### src/rtl/time_set_controller.sv
// Time-setting sequencer: RUN/EDIT state machine with a BCD shadow copy of HH:MM:SS,
// field select, value stepping, one-cycle commit load and inactivity abandon.
module time_set_controller #(
    parameter int unsigned TIMEOUT_S = 10
) (
    input  logic       i_clk,
    input  logic       i_reset,
    input  logic       i_tick_1hz,
    input  logic       i_wr_pulse,
    input  logic       i_sel_inc_pulse,
    input  logic       i_sel_dec_pulse,
    input  logic       i_val_inc_pulse,
    input  logic       i_val_dec_pulse,
    input  logic [7:0] i_hh,
    input  logic [7:0] i_mm,
    input  logic [7:0] i_ss,
    output logic       o_edit,
    output logic [1:0] o_sel,
    output logic       o_blink,
    output logic       o_load,
    output logic [7:0] o_load_hh,
    output logic [7:0] o_load_mm,
    output logic [7:0] o_load_ss,
    output logic [7:0] o_disp_hh,
    output logic [7:0] o_disp_mm,
    output logic [7:0] o_disp_ss
);

    localparam logic [0:0] StRun  = 1'b0;
    localparam logic [0:0] StEdit = 1'b1;

    // Abandon on the tick that would bring the idle count up to TIMEOUT_S.
    localparam logic [7:0] TimeoutLast = 8'(TIMEOUT_S - 1);

    logic [0:0] state_q, state_d;
    logic [1:0] sel_q, sel_d;
    logic       blink_q, blink_d;
    logic       load_q, load_d;
    logic [7:0] cnt_q, cnt_d;
    logic [7:0] sh_hh_q, sh_hh_d, sh_mm_q, sh_mm_d, sh_ss_q, sh_ss_d;
    logic [7:0] ld_hh_q, ld_hh_d, ld_mm_q, ld_mm_d, ld_ss_q, ld_ss_d;
    logic [7:0] dp_hh_q, dp_hh_d, dp_mm_q, dp_mm_d, dp_ss_q, dp_ss_d;
    logic       any_pulse;

    function automatic logic [7:0] bcd_inc(input logic [7:0] v, input logic [7:0] max);
        if (v == max) return 8'h00;
        if (v[3:0] == 4'd9) return {v[7:4] + 4'd1, 4'd0};
        return {v[7:4], v[3:0] + 4'd1};
    endfunction

    function automatic logic [7:0] bcd_dec(input logic [7:0] v, input logic [7:0] max);
        if (v == 8'h00) return max;
        if (v[3:0] == 4'd0) return {v[7:4] - 4'd1, 4'd9};
        return {v[7:4], v[3:0] - 4'd1};
    endfunction

    assign any_pulse = i_wr_pulse | i_sel_inc_pulse | i_sel_dec_pulse |
                       i_val_inc_pulse | i_val_dec_pulse;

    always_comb begin
        state_d = state_q;
        sel_d   = sel_q;
        blink_d = blink_q;
        load_d  = 1'b0;
        cnt_d   = cnt_q;
        sh_hh_d = sh_hh_q;
        sh_mm_d = sh_mm_q;
        sh_ss_d = sh_ss_q;
        ld_hh_d = ld_hh_q;
        ld_mm_d = ld_mm_q;
        ld_ss_d = ld_ss_q;

        case (state_q)
            StRun: begin
                if (i_wr_pulse) begin
                    state_d = StEdit;
                    sh_hh_d = i_hh;
                    sh_mm_d = i_mm;
                    sh_ss_d = i_ss;
                    sel_d   = 2'd0;
                    blink_d = 1'b1;
                    cnt_d   = 8'd0;
                end
            end
            default: begin
                if (i_tick_1hz) blink_d = ~blink_q;
                if (any_pulse) cnt_d = 8'd0;
                else if (i_tick_1hz) cnt_d = cnt_q + 8'd1;

                if (i_wr_pulse) begin
                    state_d = StRun;
                    load_d  = 1'b1;
                    ld_hh_d = sh_hh_q;
                    ld_mm_d = sh_mm_q;
                    ld_ss_d = sh_ss_q;
                end else if (i_sel_inc_pulse) begin
                    sel_d = (sel_q == 2'd2) ? 2'd0 : sel_q + 2'd1;
                end else if (i_sel_dec_pulse) begin
                    sel_d = (sel_q == 2'd0) ? 2'd2 : sel_q - 2'd1;
                end else if (i_val_inc_pulse) begin
                    case (sel_q)
                        2'd0:    sh_hh_d = bcd_inc(sh_hh_q, 8'h23);
                        2'd1:    sh_mm_d = bcd_inc(sh_mm_q, 8'h59);
                        default: sh_ss_d = bcd_inc(sh_ss_q, 8'h59);
                    endcase
                end else if (i_val_dec_pulse) begin
                    case (sel_q)
                        2'd0:    sh_hh_d = bcd_dec(sh_hh_q, 8'h23);
                        2'd1:    sh_mm_d = bcd_dec(sh_mm_q, 8'h59);
                        default: sh_ss_d = bcd_dec(sh_ss_q, 8'h59);
                    endcase
                end else if (i_tick_1hz && cnt_q == TimeoutLast) begin
                    state_d = StRun;
                end
            end
        endcase

        if (state_d == StRun) begin
            blink_d = 1'b0;
            sel_d   = 2'd0;
            cnt_d   = 8'd0;
        end

        // Display is registered from next-state so it tracks edits with one cycle latency.
        if (state_d == StEdit) begin
            dp_hh_d = sh_hh_d;
            dp_mm_d = sh_mm_d;
            dp_ss_d = sh_ss_d;
        end else begin
            dp_hh_d = i_hh;
            dp_mm_d = i_mm;
            dp_ss_d = i_ss;
        end
    end

    always_ff @(posedge i_clk) begin
        if (i_reset) begin
            state_q <= StRun;
            sel_q   <= 2'd0;
            blink_q <= 1'b0;
            load_q  <= 1'b0;
            cnt_q   <= 8'd0;
            sh_hh_q <= 8'h00;
            sh_mm_q <= 8'h00;
            sh_ss_q <= 8'h00;
            ld_hh_q <= 8'h00;
            ld_mm_q <= 8'h00;
            ld_ss_q <= 8'h00;
            dp_hh_q <= 8'h00;
            dp_mm_q <= 8'h00;
            dp_ss_q <= 8'h00;
        end else begin
            state_q <= state_d;
            sel_q   <= sel_d;
            blink_q <= blink_d;
            load_q  <= load_d;
            cnt_q   <= cnt_d;
            sh_hh_q <= sh_hh_d;
            sh_mm_q <= sh_mm_d;
            sh_ss_q <= sh_ss_d;
            ld_hh_q <= ld_hh_d;
            ld_mm_q <= ld_mm_d;
            ld_ss_q <= ld_ss_d;
            dp_hh_q <= dp_hh_d;
            dp_mm_q <= dp_mm_d;
            dp_ss_q <= dp_ss_d;
        end
    end

    assign o_edit    = (state_q == StEdit);
    assign o_sel     = sel_q;
    assign o_blink   = blink_q;
    assign o_load    = load_q;
    assign o_load_hh = ld_hh_q;
    assign o_load_mm = ld_mm_q;
    assign o_load_ss = ld_ss_q;
    assign o_disp_hh = dp_hh_q;
    assign o_disp_mm = dp_mm_q;
    assign o_disp_ss = dp_ss_q;

endmodule

### config.mk
export PLATFORM = sky130hd
export DESIGN_NAME = time_set_controller
export DESIGN_NICKNAME = d
export VERILOG_FILES = /design/src/rtl/time_set_controller.sv
export SDC_FILE = /design/constraint.sdc
export NUM_CORES = 1
export LEC_CHECK = 0
export CORE_MARGIN = 3
export CORE_UTILIZATION = 50
export DETAILED_ROUTE_END_ITERATION = 12
export PLACE_DENSITY = 0.76
export REMOVE_ABC_BUFFERS = 1
export SLEW_MARGIN = 20
export SYNTH_ARGS = -nofsm -noshare
export SYNTH_HDL_FRONTEND = slang
export SYNTH_SLANG_ARGS = --single-unit
### constraint.sdc
create_clock -name i_clk -period 3.5 [get_ports i_clk]
set_clock_uncertainty 0.15 [all_clocks]
set_input_delay 0.7 -clock i_clk [delete_from_list [all_inputs] [get_ports i_clk]]
set_output_delay 0.7 -clock i_clk [all_outputs]
set_load 0.01 [all_outputs]
### Word level (Yosys, flattened, before mapping)

Cells that the tools add are included.

* flip-flop bits (word level): 85
* bits in latches: 0
* bits in writable memories: 0
* memory bits (read-only): 0
* input port bits: 32
* output and inout port bits: 53
* word-level logic and storage cells: 237
* memories kept: 0

* add/sub/neg operators: 15
* multipliers: 0
* divide/modulo/power cells: 0
* order comparisons: 0
* eq/ne operators: 12
* shift-type cells: 0
* multiplexer cells: 172
* bitwise operators: 7
* reductions and logical operators: 17

Operators by type and width (count)
* $mux W8: 58
* $mux W1: 107
* $add A4 B1 Y4 const B: 6
* $logic_not A8 Y1: 3
* $sub A4 B1 Y4 const B: 6
* $eq A8 B7 Y1 const B: 2
* $mux W2: 7
* $eq A4 B4 Y1 const B: 3
* $logic_not A4 Y1: 3
* $add A8 B1 Y8 const B: 1
* $eq A8 B4 Y1 const B: 1
* $eq A8 B6 Y1 const B: 1
* $reduce_and A2 Y1: 3
* $reduce_or A2 Y1: 3
* $ne A2 B2 Y1 const B: 2
* $or A1 B1 Y1: 4
* $ne A3 B2 Y1 const B: 1
* $not A1 Y1: 3
* $reduce_and A3 Y1: 1
* $reduce_bool A3 Y1: 1
* $add A2 B1 Y2 const B: 1
* $eq A2 B1 Y1 const B: 1
* $eq A2 B2 Y1 const B: 1
* $logic_not A2 Y1: 1
* other kinds (3): 3

### Depth between registers and ports, before layout

* depth after elaboration: 27
* depth in mapped cells: 9
* depth with buffers taken out: 8

### Worst setup path before layout

No wires, ideal clock.

* kind: input-to-reg
* start point: input i_sel_inc_pulse
* end point: register dp_mm_q[7] (netlist: o_disp_mm[7])
* arrival time: 2428 ps
* required time: 3229 ps
* slack: 802 ps
* stages on the path: 6
* path buffers: 1
* path through: buf_6 or3_4 or4_4 and3_1 o31a_1 mux2_2

* word-level cells in the longest chain between the ends: 4
* elaborated cells on any way between the ends: 7
* those cells by class: mux (7)

RTL lines
* start, declared: RTL line 10 `input logic i_sel_inc_pulse,`
* $mux W8 or $mux W1 (tied branches): RTL line 96 `end else if (i_sel_inc_pulse) begin`
* $mux W8 or $mux W1 (tied branches): RTL line 90 `if (i_wr_pulse) begin`
* $mux W8 or $mux W1 (tied branches): RTL line 73 `case (state_q)`
* $mux W8 (*): RTL line 125 `if (state_d == StEdit) begin`
* end signal, assigned: RTL line 165 `dp_mm_q <= dp_mm_d;`
* end, declared: RTL line 42 `logic [7:0] dp_hh_q, dp_hh_d, dp_mm_q, dp_mm_d, dp_ss_q, dp_ss_d;`

Every way passes the cells marked *; elsewhere a longest branch is shown, timed or not.
A chain may end at the register's enable or synchronous reset.

### Final worst setup path

* start point: input i_wr_pulse
* end point: register cnt_q[6]

* word-level cells in the longest chain between the ends: 6
* elaborated cells on any way between the ends: 14
* those cells by class: eq/ne (1); mux (5); bitwise (5); reduce/logical (3)

RTL lines
* start, declared: RTL line 9 `input logic i_wr_pulse,`
* $or A1 B1 Y1 (3 in a row): RTL line 57 `assign any_pulse = i_wr_pulse | i_sel_inc_pulse | i_sel_dec_pulse |`
* $or A1 B1 Y1: RTL line 58 `i_val_inc_pulse | i_val_dec_pulse;`
* $ne A3 B2 Y1 (no line) or $mux W8 (tied branches)
* $reduce_and A2 Y1 (no line) or $mux W8 (tied branches)
* end signal, assigned: RTL line 157 `cnt_q <= cnt_d;`
* end, declared: RTL line 39 `logic [7:0] cnt_q, cnt_d;`

Several ways; a longest one is shown, not always the timed one.

==> flow_summary.json <==
{
  "most_frequent_cells_in_the_layout": "sky130_fd_sc_hd__dfxtp_1 (85), sky130_fd_sc_hd__clkdlybuf4s50_1 (83), sky130_fd_sc_hd__nor2_1 (71)",
  "tritoncts": "yes",
  "max_clock_freq_mhz": 354,
  "synth_top_area_share_pct": 33.1,
  "rows": 36,
  "num_vias": 5181,
  "r2r_end": "o_disp_ss[4]$_SDFF_PP0_",
  "timing.setup.tns_ns": 0,
  "power_density_nw_per_um2": 355,
  "netlist_top_cells_area": "sky130_fd_sc_hd__dfxtp_1 (33%), sky130_fd_sc_hd__ha_1 (7.5%), sky130_fd_sc_hd__mux2i_1 (6.6%)",
  "worstSetupPathType": "in2reg",
  "cts_hold_buf": 0,
  "final_layout_size_suffix_gt1_share_pct": 9.62,
  "synthToLayoutAreaGrowth_pct": 23.4,
  "hold_path.class": "reg2reg",
  "leading_cell_type_in_the_layout_fill_and_taps_excluded": "sky130_fd_sc_hd__dfxtp_1",
  "net-switching-power_mw": 0.681,
  "numCtsBuffers": 9,
  "wire_length_of_the_first_global_routing_pass_mm": 25.6,
  "worst_hold_path.num_cells": 2,
  "drtPass1Iterations": 5,
  "dieArea_um2": 11500,
  "internal_power_mw": 1.57,
  "boundaryPins": 85,
  "routedWlPerCell_um": 18.7,
  "p_sw_share_pct": 30.2,
  "number_of_nets_with_antenna_violations_after_detailed_routing": 0,
  "final_min_period_over_clock_period_pct": 80.7,
  "grt_pass1_vias": 4987,
  "critical-path-slowest-cell": "sky130_fd_sc_hd__clkdlybuf4s50_1",
  "distinct_cell_type_count_after_synthesis": 70,
  "antenna_found_initial": 0,
  "tightest_slew_ns": 0.768,
  "holdWs_ns": 0.344,
  "globalRoute.totalOverflow": 0,
  "cts-root-buf": "sky130_fd_sc_hd__clkbuf_8",
  "leakagePower_nw": 2.40,
  "netlist_instances": 628,
  "timing.critical_path.required_ns": 3.64,
  "htree_levels": 3,
  "core-area_um2": 9860,
  "synth_async_sr_flop_share_pct": 0,
  "place.gp.congestion": 0.899,
  "final_number_of_hold_violating_endpoints": 0,
  "clock-sinks": 85,
  "cts-resized-gates": 0,
  "share_seq_of_total_power_pct": 48.3,
  "portBuffers": 84,
  "grt_usage_pct": 27.9,
  "drt-vias-per-instance": 6.17,
  "final_nets": 766,
  "initial_core_util_pct": 52.1,
  "cts-root-to-sink-buffers": 2,
  "min_delay_worst_endpoint": "o_load_hh[6]$_SDFFE_PP0P_",
  "hp-start": "o_load_hh[6]$_SDFFE_PP0P_",
  "fin_total_pwr_mw": 2.25,
  "power.share.clock_pct": 28.9,
  "ys_warn_count": 0,
  "run_status": "finished clean",
  "post_cts_buffers": 0,
  "grt_start_max_net_pins": 40,
  "worstSetupEndpointType": "flip-flop",
  "ys_dominant_reg_cell": "sky130_fd_sc_hd__dfxtp_1",
  "synth-edff-count": 0,
  "clock_latency_ns": 0.36,
  "num_antenna_cells": 0,
  "setup_repair_after_global_routing_missed_its_margin": "no",
  "critical-path-top-delay-family": "buffers and inverters",
  "die_span_x_um": 107,
  "critPathArrivalTime_ns": 2.96,
  "critical_path_peak_fanout": 16,
  "reg2reg_depth": 8,
  "yosysTopAreaCell": "sky130_fd_sc_hd__dfxtp_1",
  "die_height_um": 107,
  "p_comb_share_pct": 22.8,
  "ff2ff_setup_slack_ns": 0.83,
  "timing.slew.headroom_pct": 48.7,
  "drt_drc_violations_left": 0,
  "maximum_resistive_drop_on_vdd_mv": 0.203,
  "drv.max_cap_violation_count": 0,
  "postSynthRegisterBits": 85,
  "clock_slew_seen_by_the_registers_of_the_worst_setup_and_hold_paths_ns": 0.08,
  "setup_viol_count_final": 0,
  "dr.first_iter.drc_count": 364,
  "cp_num_buf_inv": 3,
  "postLayoutCoreUtil_pct": 64.3,
  "avgSynthCellArea_um2": 8.19,
  "critical_path.startpoint_type": "input port",
  "post_syn_area_um2": 5140,
  "nFillCells": 854,
  "dp_hpwl_mm": 11.5,
  "ys_seq_area_share_pct": 33.1,
  "regToRegStartpoint": "o_sel[1]$_SDFFE_PP0P_",
  "totalWireLength_mm": 15.7,
  "final-max-slew-violation-count": 0,
  "worstPathCellList": "clkdlybuf4s50_1, buf_4, inv_1, ha_1, a31oi_1, nand4_1, or3_1, a21oi_1",
  "post-route-min-period_ns": 2.82,
  "cp_slowest_stage_delay_ns": 0.54
}
==> sequential cells by signal, indices dropped and copies added, names as in the netlist <==
signal and cells:
cnt_q 8, o_blink 1, o_disp_hh 8, o_disp_mm 8, o_disp_ss 8, o_edit 1
o_load 1, o_load_hh 8, o_load_mm 8, o_load_ss 8, o_sel 2, sh_hh_q 8
sh_mm_q 8, sh_ss_q 8
==> cell type report <==
cell class	instances	area, µm²	area share, %
sequential	85	1700	26.8
timing repair buffer	113	1050	16.6
clock inverter	1	5.00	0.0789
clock buffer	14	173	2.72
tap	133	166	2.62
multi-input combinational	468	3150	49.6
inverter	26	97.6	1.54
==> power by group through the flow <==
stage	combinational, mW	sequential [mW]	clock, mW
finish	0.512	1.09	0.651
global route	0.561	1.10	0.701
CTS	0.507	1.09	0.668
detailed placement	0.503	1.11	0
global placement	0.497	1.11	0
floorplan	0.254	1.11	0
==> routing by layer <==
| metal | vias up | wire length [µm] | GRT usage (%) |
|---|---|---|---|
| met5 | - | 0 | 0 |
| met4 | 0 | 450 | 10.6 |
| met3 | 42 | 1100 | 4.56 |
| met2 | 233 | 7390 | 45.4 |
| met1 | 2464 | 6750 | 37.2 |
| li1 | 2442 | - | - |
==> through the flow <==
step	setup slack (ns)	instances	instance area (µm²)
after floorplan	0.390	579	4950
after global placement	0.363	825	6170
after detailed placement	0.321	825	6170
after CTS	0.689	840	6340
after global routing	0.537	840	6340
final	0.676	840	6340
==> cell usage after synthesis, types with 3 or more instances <==
cell                        n
sky130_fd_sc_hd__a211o_1    4
sky130_fd_sc_hd__a211oi_1  13
sky130_fd_sc_hd__a21o_1     3
sky130_fd_sc_hd__a21oi_1   25
sky130_fd_sc_hd__a22oi_1    3
sky130_fd_sc_hd__a311oi_1   4
sky130_fd_sc_hd__a31o_2     3
sky130_fd_sc_hd__a31oi_1   12
sky130_fd_sc_hd__and3_1    15
sky130_fd_sc_hd__and3b_1    5
sky130_fd_sc_hd__and4_1     3
sky130_fd_sc_hd__buf_1      4
sky130_fd_sc_hd__buf_2      3
sky130_fd_sc_hd__clkbuf_1  41
sky130_fd_sc_hd__dfxtp_1   85
sky130_fd_sc_hd__ha_1      31
sky130_fd_sc_hd__inv_1     25
sky130_fd_sc_hd__mux2_2     4
sky130_fd_sc_hd__mux2i_1   34
sky130_fd_sc_hd__nand2_1   52
sky130_fd_sc_hd__nand3_1   19
sky130_fd_sc_hd__nand3b_1   6
sky130_fd_sc_hd__nand4_1   10
sky130_fd_sc_hd__nand4b_1   3
sky130_fd_sc_hd__nor2_1    71
sky130_fd_sc_hd__nor2b_1    6
sky130_fd_sc_hd__nor3_1    10
sky130_fd_sc_hd__nor3b_1    5
sky130_fd_sc_hd__nor4_1     5
sky130_fd_sc_hd__nor4b_1    4
sky130_fd_sc_hd__o211ai_1  11
sky130_fd_sc_hd__o21ai_0   28
sky130_fd_sc_hd__o22ai_1    6
sky130_fd_sc_hd__o31ai_1    7
sky130_fd_sc_hd__o32ai_1    3
sky130_fd_sc_hd__o41ai_1    3
sky130_fd_sc_hd__or2_2      6
sky130_fd_sc_hd__or3_1      6
sky130_fd_sc_hd__or3b_2     3
sky130_fd_sc_hd__or4_1      3
sky130_fd_sc_hd__xor2_1     5
==> worst max path at each step <==
stage                               to               from  slack [ns]  cells past startpoint
6_report         cnt_q[6]$_SDFFE_PP0P_         i_wr_pulse        0.68                      8
5_1_grt        o_disp_hh[4]$_SDFF_PP0_         i_wr_pulse        0.54                      8
4_1_cts        o_disp_mm[4]$_SDFF_PP0_    i_sel_dec_pulse        0.69                      6
3_5_place_dp   o_disp_mm[4]$_SDFF_PP0_    i_sel_dec_pulse        0.32                      6
3_3_place_gp   o_disp_mm[7]$_SDFF_PP0_    i_sel_dec_pulse        0.36                      6
2_1_floorplan     o_blink$_SDFFE_PP0P_  o_edit$_SDFF_PP0_        0.39                      5
==> worst reg2reg max path: cells and delay by family (launching register included) <==
kind	cells	cell delay, ns
buf+inv	2	0.35
simple gates	1	0.46
compound gates	4	0.77
fa+ha+maj	1	0.41
flops	1	0.44
==> logic make-up after synthesis <==
group	count (synthesis)	synth area share, %
simple gates	243	24.7
mux	39	7.93
fa+ha+maj	31	7.54
flops	85	33.1
buf+inv	75	5.69
xor+xnor	7	1.19
compound gates	148	19.8
Note: power is estimated with default switching activity, not from simulation.
